**config.mk**
```make
export PLATFORM = sky130hd
export DESIGN_NAME = skin_tone_detect_flat
export DESIGN_NICKNAME = d
export VERILOG_FILES = /design/src/rtl/skin_tone_detect_if.sv /design/src/rtl/skin_tone_detect.sv /design/src/flat_wrapper.sv
export SDC_FILE = /design/constraint.sdc
export NUM_CORES = 1
export LEC_CHECK = 0
export CORE_ASPECT_RATIO = 1.2
export CORE_UTILIZATION = 38
export DETAILED_ROUTE_END_ITERATION = 8
export SYNTH_ARGS = -nofsm -noshare
export SYNTH_HDL_FRONTEND = slang
export SYNTH_SLANG_ARGS = --single-unit
```
**constraint.sdc**
```tcl
create_clock -name iCLK -period 3.85 [get_ports iCLK]
set_input_delay 0.77 -clock iCLK [delete_from_list [all_inputs] [get_ports iCLK]]
set_output_delay 0.77 -clock iCLK [all_outputs]
set_load 0.01 [all_outputs]
```
**src/rtl/skin_tone_detect_if.sv**
```systemverilog
// Pixel stream bus from the Bayer-to-RGB stage into skin_tone_detect.
// The source drives it through master; the detector reads it through slave.
interface skin_tone_detect_if;
    logic [11:0] red;
    logic [11:0] green;
    logic [11:0] blue;
    logic        dval;
    logic        fval;

    modport master (output red, green, blue, dval, fval);
    modport slave  (input  red, green, blue, dval, fval);
endinterface

```
**src/rtl/skin_tone_detect.sv**
```systemverilog
// RGB to Cb/Cr skin classifier with a 3-stage pipeline.
// Also accumulates a per-frame skin bounding box and pixel count.
module skin_tone_detect #(
    parameter int IMG_W  = 640,
    parameter int IMG_H  = 480,
    parameter int CB_MIN = 77,
    parameter int CB_MAX = 127,
    parameter int CR_MIN = 133,
    parameter int CR_MAX = 173
) (
    input  logic        iCLK,
    input  logic        iRST,
    skin_tone_detect_if.slave pix,
    output logic        oSKIN,
    output logic        oDVAL,
    output logic [10:0] oX,
    output logic [10:0] oY,
    output logic [10:0] oBOX_XMIN,
    output logic [10:0] oBOX_XMAX,
    output logic [10:0] oBOX_YMIN,
    output logic [10:0] oBOX_YMAX,
    output logic [19:0] oSKIN_CNT,
    output logic        oBOX_FOUND,
    output logic        oBOX_VALID
);
    localparam logic [10:0] XLast = 11'(IMG_W - 1);
    localparam logic [10:0] YLast = 11'(IMG_H - 1);
    localparam logic [7:0]  CbLo  = 8'(CB_MIN);
    localparam logic [7:0]  CbHi  = 8'(CB_MAX);
    localparam logic [7:0]  CrLo  = 8'(CR_MIN);
    localparam logic [7:0]  CrHi  = 8'(CR_MAX);
    localparam logic [10:0] MinInit = 11'h7FF;
    localparam logic [19:0] CntMax  = 20'hFFFFF;

    function automatic logic signed [17:0] mul(
        input logic signed [17:0] k,
        input logic [7:0]         v
    );
        return k * $signed({10'd0, v});
    endfunction

    function automatic logic [7:0] clamp8(input logic signed [17:0] v);
        if (v < 18'sd0)        return 8'd0;
        else if (v > 18'sd255) return 8'd255;
        else                   return v[7:0];
    endfunction

    logic        fvalReg, lowSeen;
    logic        accept, frameRise;
    logic [10:0] xCnt, yCnt, curX, curY;
    logic [7:0]  r, g, b;

    assign accept    = pix.dval & pix.fval;
    assign frameRise = pix.fval & ~fvalReg;
    assign curX      = frameRise ? 11'd0 : xCnt;
    assign curY      = frameRise ? 11'd0 : yCnt;
    assign r         = pix.red[11:4];
    assign g         = pix.green[11:4];
    assign b         = pix.blue[11:4];

    always_ff @(posedge iCLK) begin
        if (iRST) begin
            fvalReg <= 1'b0;
            lowSeen <= 1'b0;
            xCnt    <= '0;
            yCnt    <= '0;
        end else begin
            fvalReg <= pix.fval;
            lowSeen <= lowSeen | ~pix.fval;
            if (accept) begin
                if (curX == XLast) begin
                    xCnt <= '0;
                    yCnt <= (curY == YLast) ? 11'd0 : curY + 11'd1;
                end else begin
                    xCnt <= curX + 11'd1;
                    yCnt <= curY;
                end
            end else if (frameRise) begin
                xCnt <= '0;
                yCnt <= '0;
            end
        end
    end

    logic               v1, v2;
    logic [10:0]        x1, y1, x2, y2;
    logic signed [17:0] pCbR, pCbG, pCbB, pCrR, pCrG, pCrB;
    logic signed [17:0] cbS, crS, cbT, crT;
    logic [7:0]         cb, cr;
    logic               skinC;

    always_ff @(posedge iCLK) begin
        if (iRST) begin
            v1 <= 1'b0; x1 <= '0; y1 <= '0;
            pCbR <= '0; pCbG <= '0; pCbB <= '0;
            pCrR <= '0; pCrG <= '0; pCrB <= '0;
            v2 <= 1'b0; x2 <= '0; y2 <= '0;
            cbS <= '0; crS <= '0;
            oDVAL <= 1'b0; oSKIN <= 1'b0;
            oX <= '0; oY <= '0;
        end else begin
            v1   <= accept;
            x1   <= curX;
            y1   <= curY;
            pCbR <= mul(-18'sd38, r);
            pCbG <= mul(-18'sd74, g);
            pCbB <= mul(18'sd112, b);
            pCrR <= mul(18'sd112, r);
            pCrG <= mul(-18'sd94, g);
            pCrB <= mul(-18'sd18, b);
            v2   <= v1;
            x2   <= x1;
            y2   <= y1;
            cbS  <= pCbR + pCbG + pCbB + 18'sd128;
            crS  <= pCrR + pCrG + pCrB + 18'sd128;
            oDVAL <= v2;
            oSKIN <= v2 & skinC;
            oX    <= x2;
            oY    <= y2;
        end
    end

    // Flooring shift keeps negative chroma sums rounding toward -inf.
    assign cbT   = (cbS >>> 8) + 18'sd128;
    assign crT   = (crS >>> 8) + 18'sd128;
    assign cb    = clamp8(cbT);
    assign cr    = clamp8(crT);
    assign skinC = (cb >= CbLo) && (cb <= CbHi) &&
                   (cr >= CrLo) && (cr <= CrHi);

    // Frame flags track the pipeline; lowSeen drops a frame cut by reset.
    logic        fD1, fD2, fD3, fD4;
    logic        rise3, fall3, hit;
    logic [10:0] wXmin, wXmax, wYmin, wYmax;
    logic [10:0] bXmin, bXmax, bYmin, bYmax;
    logic [10:0] nXmin, nXmax, nYmin, nYmax;
    logic [19:0] wCnt, bCnt, nCnt;

    assign rise3 = fD3 & ~fD4;
    assign fall3 = ~fD3 & fD4;
    assign hit   = oDVAL & oSKIN;

    always_comb begin
        bXmin = rise3 ? MinInit : wXmin;
        bYmin = rise3 ? MinInit : wYmin;
        bXmax = rise3 ? 11'd0 : wXmax;
        bYmax = rise3 ? 11'd0 : wYmax;
        bCnt  = rise3 ? 20'd0 : wCnt;
        nXmin = (hit && oX < bXmin) ? oX : bXmin;
        nXmax = (hit && oX > bXmax) ? oX : bXmax;
        nYmin = (hit && oY < bYmin) ? oY : bYmin;
        nYmax = (hit && oY > bYmax) ? oY : bYmax;
        nCnt  = (hit && bCnt != CntMax) ? bCnt + 20'd1 : bCnt;
    end

    always_ff @(posedge iCLK) begin
        if (iRST) begin
            fD1 <= 1'b0; fD2 <= 1'b0; fD3 <= 1'b0; fD4 <= 1'b0;
            wXmin <= MinInit; wYmin <= MinInit;
            wXmax <= '0; wYmax <= '0; wCnt <= '0;
            oBOX_XMIN <= '0; oBOX_XMAX <= '0;
            oBOX_YMIN <= '0; oBOX_YMAX <= '0;
            oSKIN_CNT <= '0; oBOX_FOUND <= 1'b0;
            oBOX_VALID <= 1'b0;
        end else begin
            fD1 <= pix.fval & lowSeen;
            fD2 <= fD1;
            fD3 <= fD2;
            fD4 <= fD3;
            wXmin <= nXmin; wXmax <= nXmax;
            wYmin <= nYmin; wYmax <= nYmax;
            wCnt  <= nCnt;
            oBOX_VALID <= fall3;
            if (fall3) begin
                oBOX_XMIN  <= nXmin;
                oBOX_XMAX  <= nXmax;
                oBOX_YMIN  <= nYmin;
                oBOX_YMAX  <= nYmax;
                oSKIN_CNT  <= nCnt;
                oBOX_FOUND <= (nCnt != 20'd0);
            end
        end
    end
endmodule
```
**src/flat_wrapper.sv**
```systemverilog
// flat-port wrapper written by rule: the top's interface ports become plain ports
module skin_tone_detect_flat 
#(
    parameter int IMG_W  = 640,
    parameter int IMG_H  = 480,
    parameter int CB_MIN = 77,
    parameter int CB_MAX = 127,
    parameter int CR_MIN = 133,
    parameter int CR_MAX = 173
)
  (iCLK, iRST, oSKIN, oDVAL, oX, oY, oBOX_XMIN, oBOX_XMAX, oBOX_YMIN, oBOX_YMAX, oSKIN_CNT, oBOX_FOUND, oBOX_VALID, pix_red, pix_green, pix_blue, pix_dval, pix_fval);
  skin_tone_detect_if pix_i ();
  input  logic iCLK;
  input  logic iRST;
  output logic oSKIN;
  output logic oDVAL;
  output logic [10:0] oX;
  output logic [10:0] oY;
  output logic [10:0] oBOX_XMIN;
  output logic [10:0] oBOX_XMAX;
  output logic [10:0] oBOX_YMIN;
  output logic [10:0] oBOX_YMAX;
  output logic [19:0] oSKIN_CNT;
  output logic oBOX_FOUND;
  output logic oBOX_VALID;
  input wire logic [$bits(pix_i.red)-1:0] pix_red;
  input wire logic [$bits(pix_i.green)-1:0] pix_green;
  input wire logic [$bits(pix_i.blue)-1:0] pix_blue;
  input wire logic [$bits(pix_i.dval)-1:0] pix_dval;
  input wire logic [$bits(pix_i.fval)-1:0] pix_fval;
  assign pix_i.red = pix_red;
  assign pix_i.green = pix_green;
  assign pix_i.blue = pix_blue;
  assign pix_i.dval = pix_dval;
  assign pix_i.fval = pix_fval;
  skin_tone_detect #(.IMG_W(IMG_W), .IMG_H(IMG_H), .CB_MIN(CB_MIN), .CB_MAX(CB_MAX), .CR_MIN(CR_MIN), .CR_MAX(CR_MAX)) u_core (.iCLK(iCLK), .iRST(iRST), .pix(pix_i), .oSKIN(oSKIN), .oDVAL(oDVAL), .oX(oX), .oY(oY), .oBOX_XMIN(oBOX_XMIN), .oBOX_XMAX(oBOX_XMAX), .oBOX_YMIN(oBOX_YMIN), .oBOX_YMAX(oBOX_YMAX), .oSKIN_CNT(oSKIN_CNT), .oBOX_FOUND(oBOX_FOUND), .oBOX_VALID(oBOX_VALID));
endmodule
```
==> results.md, run 1 <==
* Crit Path Max Fanout at 6
* Ranking of synthesized cells by area: dfxtp_1 36%, ha_1 18%, fa_1 8.9%, inv_1 4.0%, nor2_1 3.9%
* Post-synth top flop: dfxtp_1
* Rel. slew slack at between 40% and 50%
* Seq pwr share at approximately a third
* CTS Buf Count at 36
* Area grow syn2layout at 23.79%
* Syn avg cell area at 9.487 um2
* Gr ovfl total at 0
* Outcome: complete, no violations
* Detailed Route WL at 40740 um
* Worst EP required at ~4.3 ns
* Yosys top cell area share at 35.57%
* Crit Path Category: in -> reg
* CTS tree: yes
* Slew @ Worst Pin at 0.8657 ns
* CTS sink count at 327
* Critical Path Sink Type: register
* Fin util at roughly half
* Ys Warns at 0
* Post-route DRC at 0
* Post-synth EDFFs at 0
* Vias per inst at slightly below 5
* Sw Pwr at between 3 and 4 mW
* Global-route wire length before repair at 67880 um
* Post-Syn Nets at 2326
* Ports at 130
* Mapped cell area at 18400 um2
* Antenna viol nets, final at 0
* Total track usage at 16.70%
* Synth area leader: dfxtp_1
* Tcrit/Tclk final at 98.14%
* IO buf count at between 100 and 150
* Core Region at 47350 um2
* Seq cells post-synth at 327
* TritonRoute pass-1 iters at 5
* Cells after Synth at 1940
* RSZ-0062 raised after global routing: yes
* Maximum capacitance violations at 0
* Static Leak at 10.24 nW
* Chip Width at 202.9 um
* Pwr per Cell Area at 495.7 nW/um2
* Cell area after layout at between 20000 and 25000 um2
* Worst hold stages at 1
* Fin. Hold Viols at 0
* # setup viols final at 0
* Async set-reset flop share out of synthesis at 0%
* Number of antenna diodes at 0
* HP Start: u_core.x1[7]
* Sequential Area at 6546 um2
* Slew Viols, Final at 0
* Nets at 2559
* # hold bufs at CTS at 0
* WL/cell at around 14 um
* Comb pwr share at between 30 and 40%
* Setup TNS at 0 ns
* Switch share at 31.43%
* H-tree levels at 2
* Reg2reg path depth at 11
* Hold worst-path end: u_core.x2[7]
* Drt initial violations at 555
* Number of global-route vias before repair at approximately 14000
* Root Buffer: clkbuf_16
* Fin crit period at 3.778 ns
* Post-DP Area at 21300 um2
* Clk slew on worst S/H paths at 0.06 ns
* Area of the multi-input gates at 11300 um2
* Clock share of power at about 30%
* Worst R2R Setup Slack at roughly 0.24 ns
* Clock Latency Late Sink at 0.53 ns
* Detailed placer's ending HPWL at 31800 um
* Worst EP arrival at 4.19 ns
* Peak VDD IR at 0.0003134 V
* Reg2reg end: u_core.cbS[15]
* Row Count at 87
* Die Area at ~50000 um2
* Antenna violations before repair at 0
* CTS Buffer Depth at 3
* Sequential area share after synthesis at 35.57%
* R2R Path Start: u_core.pCrB[2]
* Starting Density at 38.87%
* Worst Skew at 0.02915 ns
* CP Launch Type: input pin
* Worst hold path type: reg -> reg
* Unique cell type count in the Yosys netlist at 58
* Fillers at 4469
* Internal at 7.744 mW
* Max frequency at 0.2647 GHz
* Die Span Y at roughly 240 um
* Pin count of the biggest net entering global routing at 108
* Final RePlAce weighted congestion at 0.8639
* Via count at 13620
* Share of cells above drive strength 1 at 15.59%
power groups by stage:
| stage | Combinational, mW | Clock [mW] | Sequential, mW |
|---|---|---|---|
| 2_1_floorplan | 2.69 | 0 | 3.88 |
| 3_3_place_gp | 3.77 | 0 | 3.95 |
| 3_5_place_dp | 3.83 | 0 | 3.95 |
| 4_1_cts | 3.99 | 3.47 | 3.88 |
| 5_1_grt | 4.62 | 3.61 | 3.90 |
| 6_report | 4.05 | 3.37 | 3.87 |
registers in the layout, summed over array words and instances, names as in the netlist, 14 cells and up:
register,count
u_core.pCrG,16
u_core.wCnt,20
u_core.pCbR,15
u_core.pCbG,15
u_core.pCrB,14
u_core.oSKIN_CNT,20
critical path, cell delays in order:
cell,delay (ns)
dlygate4sd2_1,0.26
buf_6,0.15
ha_1,0.28
inv_1,0.05
fa_1,0.51
inv_1,0.07
fa_1,0.44
ha_1,0.29
ha_1,0.30
inv_1,0.11
a21oi_2,0.06
o21ai_2,0.15
nand2b_1,0.08
a21o_1,0.19
a21oi_2,0.16
mux2_4,0.31
layout by cell type, fill, tap and decap left out, drive strengths merged, types with 19 or more instances in the layout:
master	synthesis	final
a21o	31	31
a21oi	98	98
and2	22	22
and3	43	43
buf	16	149
clkbuf	52	59
clkdlybuf4s50	0	95
dfxtp	327	327
fa	82	82
ha	264	264
inv	195	197
mux2	24	24
mux2i	24	24
nand2	122	122
nand3	25	25
nand4	19	19
nor2	192	192
nor2b	85	85
nor3	34	34
o21ai	58	58
or2	22	22
xnor2	48	48
xor2	38	38
metrics by stage:
| step | worst slack (ns) | hold slack [ns] | power [mW] | cells |
|---|---|---|---|---|
| after floorplan | -0.1946 | 0.4138 | 6.572 | 1940 |
| after global placement | -0.9208 | 0.4162 | 7.715 | 2749 |
| after detailed placement | -0.9752 | 0.4212 | 7.781 | 2749 |
| after CTS | 0.004806 | 0.4138 | 11.33 | 2819 |
| after global routing | -0.04829 | 0.4378 | 12.14 | 2823 |
| final | 0.07154 | 0.4117 | 11.29 | 2823 |
kinds of logic (layout without fill, tap and decap cells):
family | after synthesis | count (layout) | share of synthesized area [%]
AND/OR/NAND/NOR | 605 | 605 | 16.22
AO/OA/AOI/OAI | 265 | 265 | 9.049
flip-flops | 327 | 327 | 35.57
adder cells (fa/ha/maj) | 346 | 346 | 26.87
XOR/XNOR | 86 | 86 | 4.093
multiplexers | 48 | 48 | 2.774
buffers and inverters | 263 | 523 | 5.425
final cells by class:
type | count | share of cell area, %
clock buffers | 50 | 4.542
well taps | 623 | 3.421
inverters | 195 | 3.246
repair buffers | 263 | 9.869
multi-input cells | 1350 | 49.60
clock inverters | 15 | 0.5931
flip-flops and latches | 327 | 28.73
how the worst max path moves through the flow:
stage	slack, ns	endpoint	from	depth (start not counted)
finish	0.07	u_core.pCbR[14]	pix_red[9]	16
global route	-0.05	u_core.pCbR[16]	pix_red[9]	15
CTS	0.005	u_core.pCbG[16]	pix_green[8]	18
detailed placement	-0.98	u_core.pCbR[14]	pix_red[7]	18
global placement	-0.92	u_core.pCbR[16]	pix_red[8]	18
floorplan	-0.19	u_core.pCbR[16]	pix_red[8]	17
metal layers:
layer	up-vias	routed length [um]	GRT usage (%)
li1	6931	-	-
met2	227	20540	30.87
met5	-	0	0
met4	0	1367	5.993
met3	80	1216	1.866
met1	6383	17610	19.65
what timing repair did:
action	in CTS	in global routing
pin swaps	22	37
setup endpoints to repair	21	19
setup buffers	5	4
gates resized for setup	46	62
synth_stat cells (2+ instances only):
| cell type | instances |
|---|---|
| a2111oi_0 | 2 |
| a211oi_1 | 16 |
| a21boi_0 | 2 |
| a21o_1 | 31 |
| a21oi_1 | 98 |
| a221oi_1 | 2 |
| a31o_2 | 4 |
| a31oi_1 | 9 |
| a41oi_1 | 2 |
| and2_1 | 22 |
| and3_1 | 43 |
| buf_1 | 9 |
| buf_2 | 6 |
| clkbuf_1 | 52 |
| dfxtp_1 | 327 |
| fa_1 | 82 |
| ha_1 | 264 |
| inv_1 | 195 |
| mux2_2 | 24 |
| mux2i_1 | 24 |
| nand2_1 | 122 |
| nand2b_1 | 13 |
| nand3_1 | 25 |
| nand3b_1 | 3 |
| nand4_1 | 19 |
| nor2_1 | 192 |
| nor2b_1 | 85 |
| nor3_1 | 33 |
| nor3b_1 | 3 |
| nor4_1 | 5 |
| o211ai_1 | 4 |
| o21a_1 | 8 |
| o21ai_0 | 58 |
| o21bai_1 | 12 |
| o2bb2ai_1 | 3 |
| o31ai_1 | 4 |
| o41a_1 | 3 |
| or2_2 | 22 |
| or3_1 | 7 |
| or4_1 | 3 |
| xnor2_1 | 48 |
| xor2_1 | 38 |
Note: power is estimated with default switching activity, not from simulation.
==> run 2: changes to the inputs <==
--- a/config.mk
+++ b/config.mk
@@ -6,8 +6,9 @@
 export NUM_CORES = 1
 export LEC_CHECK = 0
 export CORE_ASPECT_RATIO = 1.2
-export CORE_UTILIZATION = 38
+export CORE_UTILIZATION = 45
 export DETAILED_ROUTE_END_ITERATION = 8
+export PLACE_DENSITY = 0.68
 export SYNTH_ARGS = -nofsm -noshare
 export SYNTH_HDL_FRONTEND = slang
 export SYNTH_SLANG_ARGS = --single-unit
==> results.md, run 2 (synthesis gave the netlist of run 1 again) <==
* Dpl ws at -0.9820 ns (was -0.9752 ns)
* Max frequency at 0.2654 GHz (was 0.2647 GHz)
* CTS tree: yes (unchanged)
* Pin count of the biggest net entering global routing at 123 (was 108)
* Pwr per Cell Area at 501.5 nW/um2 (was 495.7 nW/um2)
* Worst Skew at 0.01409 ns (was 0.02915 ns)
* Post-route DRC at 0 (unchanged)
* Cell area after layout at 22560 um2 (was 22780 um2)
* Met3 GRT Util at 2.538% (was 1.866%)
* Power Total at 11.31 mW (was 11.29 mW)
* Detailed Route WL at 39370 um (was 40740 um)
* Fin crit period at 3.768 ns (was 3.778 ns)
* H-tree levels at 2 (unchanged)
* Total track usage at 19.14% (was 16.70%)
* Biggest regs: u_core.oSKIN_CNT (20), u_core.wCnt (20), u_core.pCrG (16) (unchanged)
* Detailed placer's ending HPWL at 30460 um (was 31800 um)
* WL/cell at 14.46 um (was 14.43 um)
* Die Area at 41710 um2 (was 49320 um2)
* Top Usage Layer GRT: met2 (unchanged)
* # setup viols final at 0 (unchanged)
* CTS Buf Count at 34 (was 36)
* Number of antenna diodes at 0 (unchanged)
* Post-DP Area at 21160 um2 (was 21300 um2)
* Slew @ Worst Pin at 0.5864 ns (was 0.8657 ns)
* Crit Path Category: in -> reg (unchanged)
* Slowest stage delay, CP at 0.51 ns (about the same)
* Die Span Y at 223.5 um (was 243.1 um)
* Antenna violations before repair at 0 (unchanged)
* Rel. slew slack at 60.72% (was 42.29%)
* Gr ovfl total at 0 (unchanged)
* Met2 Use GR at 35.53% (was 30.87%)
* Final worst setup slack at 0.08151 ns (was 0.07154 ns)
* TritonRoute pass-1 iters at 5 (unchanged)
* Slowest cell on the critical path: fa_1 (unchanged)
* Antenna viol nets, final at 0 (unchanged)
* Crit Path Max Fanout at 2 (was 6)
* Slew Viols, Final at 0 (unchanged)
* RSZ-0062 raised after global routing: yes (unchanged)
* Maximum capacitance violations at 0 (unchanged)
* Commonest non-fill, non-tap cell in the layout: dfxtp_1 (unchanged)
* Final RePlAce weighted congestion at 0.8499 (was 0.8639)
* IO buf count at 117 (unchanged)
* Fin. Hold Viols at 0 (unchanged)
* Outcome: complete, no violations (unchanged)
* Nets at 2554 (was 2559)
* CP Launch Type: input pin (unchanged)
* Share of cells above drive strength 1 at 14.70% (was 15.59%)
* Row Count at 80 (was 87)
* Critical Path Sink Type: register (unchanged)
* Commonest non-fill, non-tap cells in the layout: 327 x dfxtp_1, 244 x ha_1, 192 x nor2_1 (was 327 x dfxtp_1, 239 x ha_1, 192 x nor2_1)
* Clock Latency Late Sink at 0.52 ns (was 0.53 ns)
* Tcrit/Tclk final at 97.88% (was 98.14%)
* Number of global-route vias before repair at 13900 (was 14070)
* Chip Width at 186.6 um (was 202.9 um)
* Global-route wire length before repair at 66410 um (was 67880 um)
* Peak VDD IR at 0.0003649 V (was 0.0003134 V)
* Fin util at 56.34% (was 48.11%)
* Starting Density at 45.97% (was 38.87%)
* Worst path top cell family by delay: adder cells (unchanged)
* CTS Buffer Depth at 3 (unchanged)
* Met1 GRT Util at 22.55% (was 19.65%)
* Worst hold path type: reg -> reg (unchanged)
* Vias per inst at 4.975 (was 4.825)
* CP bufs+invs at 4 (was 5)
* Drt initial violations at 572 (was 555)
* Area grow syn2layout at 22.58% (was 23.79%)
* Root Buffer: clkbuf_16 (unchanged)
* Worst EP required at 4.24 ns (was 4.26 ns)
* Via count at 13550 (was 13620)
* Worst EP arrival at 4.15 ns (was 4.19 ns)
* CP cell instances: clkbuf_2 -> ha_4 -> inv_2 -> fa_1 -> inv_2 -> fa_1 -> inv_2 -> ha_4 -> ha_4 -> a21o_1 -> a21oi_4 -> nand2b_4 -> a21oi_2 -> o41a_1 -> a31o_4 -> xnor2_2 -> nor2_1 (was dlygate4sd2_1 -> buf_6 -> ha_1 -> inv_1 -> fa_1 -> inv_1 -> fa_1 -> ha_1 -> ha_1 -> inv_1 -> a21oi_2 -> o21ai_2 -> nand2b_1 -> a21o_1 -> a21oi_2 -> mux2_4)
* Core Region at 40040 um2 (was 47350 um2)
* Static Leak at 10.22 nW (was 10.24 nW)
* CTS sink count at 327 (unchanged)
* Ports at 130 (unchanged)
* Clk slew on worst S/H paths at 0.06 ns (about the same)
-- run 2: per-layer routing --
| metal | wire, um | vias to the layer above |
|---|---|---|
| met2 | 20150 | 219 |
| met1 | 16880 | 6370 |
| met3 | 1219 | 59 |
| met5 | 0 | - |
| met4 | 1124 | 0 |
| li1 | - | 6898 |
-- run 2: worst reg2reg max path: stages, from the launching register on --
cell      delay, ns
dfxtp_1        0.36
fa_1           0.50
ha_1           0.31
ha_1           0.21
or4_1          0.49
a31oi_1        0.18
buf_4          0.16
nor3_1         0.06
a211oi_2       0.31
nor2_1         0.11
or2_2          0.31
a211oi_1       0.26
nor3_1         0.07
-- run 2: area by class of cell --
type	count	area, um2
multi-input combinational	1350	11230
tap	533	666.9
sequential	327	6546
fill	3510	17480
clock buffer	47	993.5
clock inverter	11	155.1
timing repair buffer	260	2226
inverter	195	739.5
-- run 2: repair_timing --
action | 4_1_cts | 5_1_grt
gates cloned | 0 | 0
gates resized for setup | 39 | 55
pin swaps | 24 | 21
endpoints found under the setup margin | 21 | 19
buffers inserted | 11 | 0
hold buffers | 0 | 0
-- run 2: stage by stage --
step	setup TNS (ns)	instances	hold slack, ns
after floorplan	-0.3884	1940	0.4138
after global placement	-16.49	2654	0.4157
after detailed placement	-18.78	2654	0.4204
after CTS	0	2723	0.4259
after global routing	-0.08208	2723	0.4435
final	0	2723	0.4227
-- run 2: final timing paths --
path,from,end,slack (ns),cells past startpoint
setup / recovery,pix_red[10],u_core.pCbR[16],0.08,17
hold / removal,u_core.x1[10],u_core.x2[10],0.42,1
setup reg to reg,u_core.pCrB[2],u_core.cbS[15],0.40,12
hold reg to reg,u_core.x1[10],u_core.x2[10],0.42,1
-- run 2: where the power goes --
group          total, mW  switching [mW]  internal [mW]
combinational       4.07            2.05           2.02
clock               3.38            1.31           2.07
sequential          3.86           0.167           3.70
==> run 3: changes to the inputs <==
--- a/config.mk
+++ b/config.mk
@@ -8,7 +8,8 @@
 export CORE_ASPECT_RATIO = 1.2
 export CORE_UTILIZATION = 45
 export DETAILED_ROUTE_END_ITERATION = 8
-export PLACE_DENSITY = 0.68
+export PLACE_DENSITY = 0.66
+export SKIP_LAST_GASP = 1
 export SYNTH_ARGS = -nofsm -noshare
 export SYNTH_HDL_FRONTEND = slang
 export SYNTH_SLANG_ARGS = --single-unit
==> constraint.sdc (replaced) <==
create_clock -name iCLK -period 3.5 [get_ports iCLK]
set_input_delay 0.7 -clock iCLK [delete_from_list [all_inputs] [get_ports iCLK]]
set_output_delay 0.7 -clock iCLK [all_outputs]
set_load 0.01 [all_outputs]
==> results.md, run 3 (synthesis gave the netlist of run 1 again) <==
* Outcome: finished, violations left (was complete, no violations)
* Failing checks: negative setup slack
* Via count at 13790 (was 13550)
* WL/cell at 14.54 um (was 14.46 um)
* CTS sink count at 327 (unchanged)
* Switch share at 31.11% (was 31.18%)
* Worst hold path type: reg -> reg (unchanged)
* TritonRoute pass-1 iters at 4 (was 5)
* HP Start: u_core.y2[4] (was u_core.x1[10])
* Slew @ Worst Pin at 0.6063 ns (was 0.5864 ns)
* Root Buffer: clkbuf_16 (unchanged)
* Number of global-route vias before repair at 14110 (was 13900)
* Worst hold stages at 1 (unchanged)
* CP bufs+invs at 4 (unchanged)
* Area grow syn2layout at 27.18% (was 22.58%)
* Vias per inst at 4.979 (was 4.975)
* Biggest regs: u_core.oSKIN_CNT (20), u_core.wCnt (20), u_core.pCrG (16) (unchanged)
* Post-DP Area at 21610 um2 (was 21160 um2)
* H-tree levels at 2 (unchanged)
* Final worst setup slack at -0.07907 ns (was 0.08151 ns)
* Worst Skew at 0.02399 ns (was 0.01409 ns)
* Hold slack at 0.4175 ns (was 0.4227 ns)
* Commonest non-fill, non-tap cells in the layout: 325 x dfxtp_1, 225 x ha_1, 191 x nor2_1 (was 327 x dfxtp_1, 244 x ha_1, 192 x nor2_1)
* Sw Pwr at 4.045 mW (was 3.528 mW)
* CTS Buffer Depth at 3 (unchanged)
* Commonest non-fill, non-tap cell in the layout: dfxtp_1 (unchanged)
* Slowest stage delay, CP at 0.49 ns (was 0.51 ns)
* Gr ovfl total at 0 (unchanged)
* Reg2reg end: u_core.cbS[15] (unchanged)
* Crit Path Max Fanout at 3 (was 2)
* Clock Latency Late Sink at 0.53 ns (was 0.52 ns)
* Maximum capacitance violations at 0 (unchanged)
* Pwr per Cell Area at 555.5 nW/um2 (was 501.5 nW/um2)
* Worst R2R Setup Slack at 0.23 ns (was 0.40 ns)
* Peak VDD IR at 0.0003721 V (was 0.0003649 V)
* Starting Density at 45.97% (unchanged)
* Comb pwr share at 37.3% (was 36.0%)
* # setup viols final at 2 (was 0)
* Crit Path Category: in -> reg (unchanged)
* Row Count at 80 (unchanged)
* Fillers at 3398 (was 3510)
* Static Leak at 10.48 nW (was 10.22 nW)
* Ports at 130 (unchanged)
* CTS Buf Count at 34 (unchanged)
* Fin crit period at between 3 and 4 ns
* Internal at 8.956 mW (was 7.786 mW)
* Antenna violations before repair at 0 (unchanged)
* RSZ-0062 raised after global routing: yes (unchanged)
* Worst EP required at 3.92 ns (was 4.24 ns)
* Fin. Hold Viols at 0 (unchanged)
* Detailed placer's ending HPWL at 31220 um (was 30460 um)
* Share of cells above drive strength 1 at 19.41% (was 14.70%)
* Critical Path Sink Type: register (unchanged)
* Final RePlAce weighted congestion at 0.8520 (was 0.8499)
* CP cell instances: dlygate4sd2_1 -> buf_4 -> ha_1 -> inv_1 -> fa_1 -> inv_1 -> fa_1 -> ha_1 -> ha_4 -> o21ai_2 -> a21oi_2 -> o21ai_1 -> nand2b_1 -> a21o_1 -> a21oi_2 -> mux2_2 (was clkbuf_2 -> ha_4 -> inv_2 -> fa_1 -> inv_2 -> fa_1 -> inv_2 -> ha_4 -> ha_4 -> a21o_1 -> a21oi_4 -> nand2b_4 -> a21oi_2 -> o41a_1 -> a31o_4 -> xnor2_2 -> nor2_1)
* Hold worst-path end: u_core.oY[4] (was u_core.x2[10])
* Die Area at 41710 um2 (unchanged)
* Clock share of power at 30.0% (was 29.9%)
* Die Span Y at 223.5 um (unchanged)
* Post-route DRC at 0 (unchanged)
* Nets at 2597 (was 2554)
* Cell area after layout at 23410 um2 (was 22560 um2)
* Chip Width at 186.6 um (unchanged)
* Detailed Route WL at 40250 um (was 39370 um)
* Tcrit/Tclk final at 102.3%
* CP Launch Type: input pin (unchanged)
* Worst path top cell family by delay: adder cells (unchanged)
* Total track usage at 19.54% (was 19.14%)
* Core Region at 40040 um2 (unchanged)
* # hold bufs at CTS at 0 (unchanged)
* CTS tree: yes (unchanged)
* Slowest cell on the critical path: fa_1 (unchanged)
* Reg2reg path depth at 14 (was 12)
* Number of antenna diodes at 0 (unchanged)
* Pin count of the biggest net entering global routing at 87 (was 123)
* Drt initial violations at 646 (was 572)
* Seq pwr share at 32.7% (was 34.1%)
* IO buf count at 117 (unchanged)
* Antenna viol nets, final at 0 (unchanged)
* Global-route wire length before repair at 67190 um (was 66410 um)
* Clk slew on worst S/H paths at 0.06 ns (about the same)
* Rel. slew slack at 59.58% (was 60.72%)
* Slew Viols, Final at 0 (unchanged)
* Max frequency at 0.2794 GHz
* R2R Path Start: u_core.pCbB[7] (was u_core.pCrB[2])
* Worst EP arrival at 4.00 ns (was 4.15 ns)
## run 3: changes by cell type in the layout (fill, tap and decap cells not counted), moves of 5 or more
cell,previous run,this run
buf_4,140,178
inv_1,182,158
ha_1,244,225
inv_2,12,29
ha_4,20,36
buf_6,2,9
a21oi_1,88,82
a21oi_2,9,14
buf_12,1,6
clkbuf_2,9,4
## run 3: through the flow
stage	setup slack (ns)	TNS, ns	total power, mW	utilization [%]	std cells
4_1_cts	-0.1780	-0.6092	12.96	57.99	2766
6_report	-0.07907	-0.1504	13.00	58.46	2769
3_5_place_dp	-1.263	-27.16	8.722	53.98	2683
5_1_grt	-0.1719	-0.5915	13.95	58.46	2769
3_3_place_gp	-1.203	-25.33	8.593	53.98	2683
2_1_floorplan	-0.4733	-2.138	7.328	-	1940
## run 3: cell type report
type                    instances  area [um2]  area share [%]
clock buffers                  43       925.9           3.956
clock inverters                18       294.0           1.256
inverters                     195       784.5           3.352
multi-input cells            1350       11550           49.36
flip-flops and latches        327        6549           27.98
well taps                     533       666.9           2.849
repair buffers                303        2634           11.25
## run 3: how the worst max path moves through the flow
stage,from,endpoint,slack (ns),cells after the start
4_1_cts,pix_red[8],u_core.pCbR[16],-0.18,19
2_1_floorplan,pix_red[8],u_core.pCbR[16],-0.47,17
3_5_place_dp,pix_red[8],u_core.pCbR[16],-1.26,19
3_3_place_gp,pix_red[8],u_core.pCbR[16],-1.20,19
5_1_grt,pix_red[8],u_core.pCbR[16],-0.17,18
6_report,pix_red[9],u_core.pCbR[14],-0.08,16
## run 3: timing repair
item | 4_1_cts | 5_1_grt
pin swaps | 60 | 68
gates resized for setup | 104 | 66
buffers inserted | 23 | 9
endpoints found under the setup margin | 25 | 22
## run 3: power groups by stage
stage	Combinational, mW	Clock, mW	Sequential [mW]
global route	5.50	4.16	4.29
global placement	4.25	0	4.34
detailed placement	4.37	0	4.35
finish	4.85	3.90	4.25
floorplan	3.06	0	4.27
CTS	4.68	4.01	4.27
## run 3: per-layer routing
metal | vias to the layer above | share of wire [%] | track usage (%)
li1 | 7007 | - | -
met5 | - | 0 | 0
met4 | 0 | 2.9 | 6.399
met1 | 6478 | 43 | 22.89
met3 | 67 | 2.7 | 2.178
met2 | 235 | 51 | 36.81
## run 3: worst register-to-register path, cell delays in order (launching register included)
cell,delay [ns]
dfxtp_1,0.38
inv_1,0.06
ha_1,0.29
inv_1,0.08
fa_1,0.42
ha_1,0.23
or4_1,0.40
a31oi_1,0.15
buf_4,0.16
nor3_1,0.07
a211oi_2,0.21
nor2_1,0.09
or2_2,0.30
a211oi_1,0.24
nor3_1,0.06
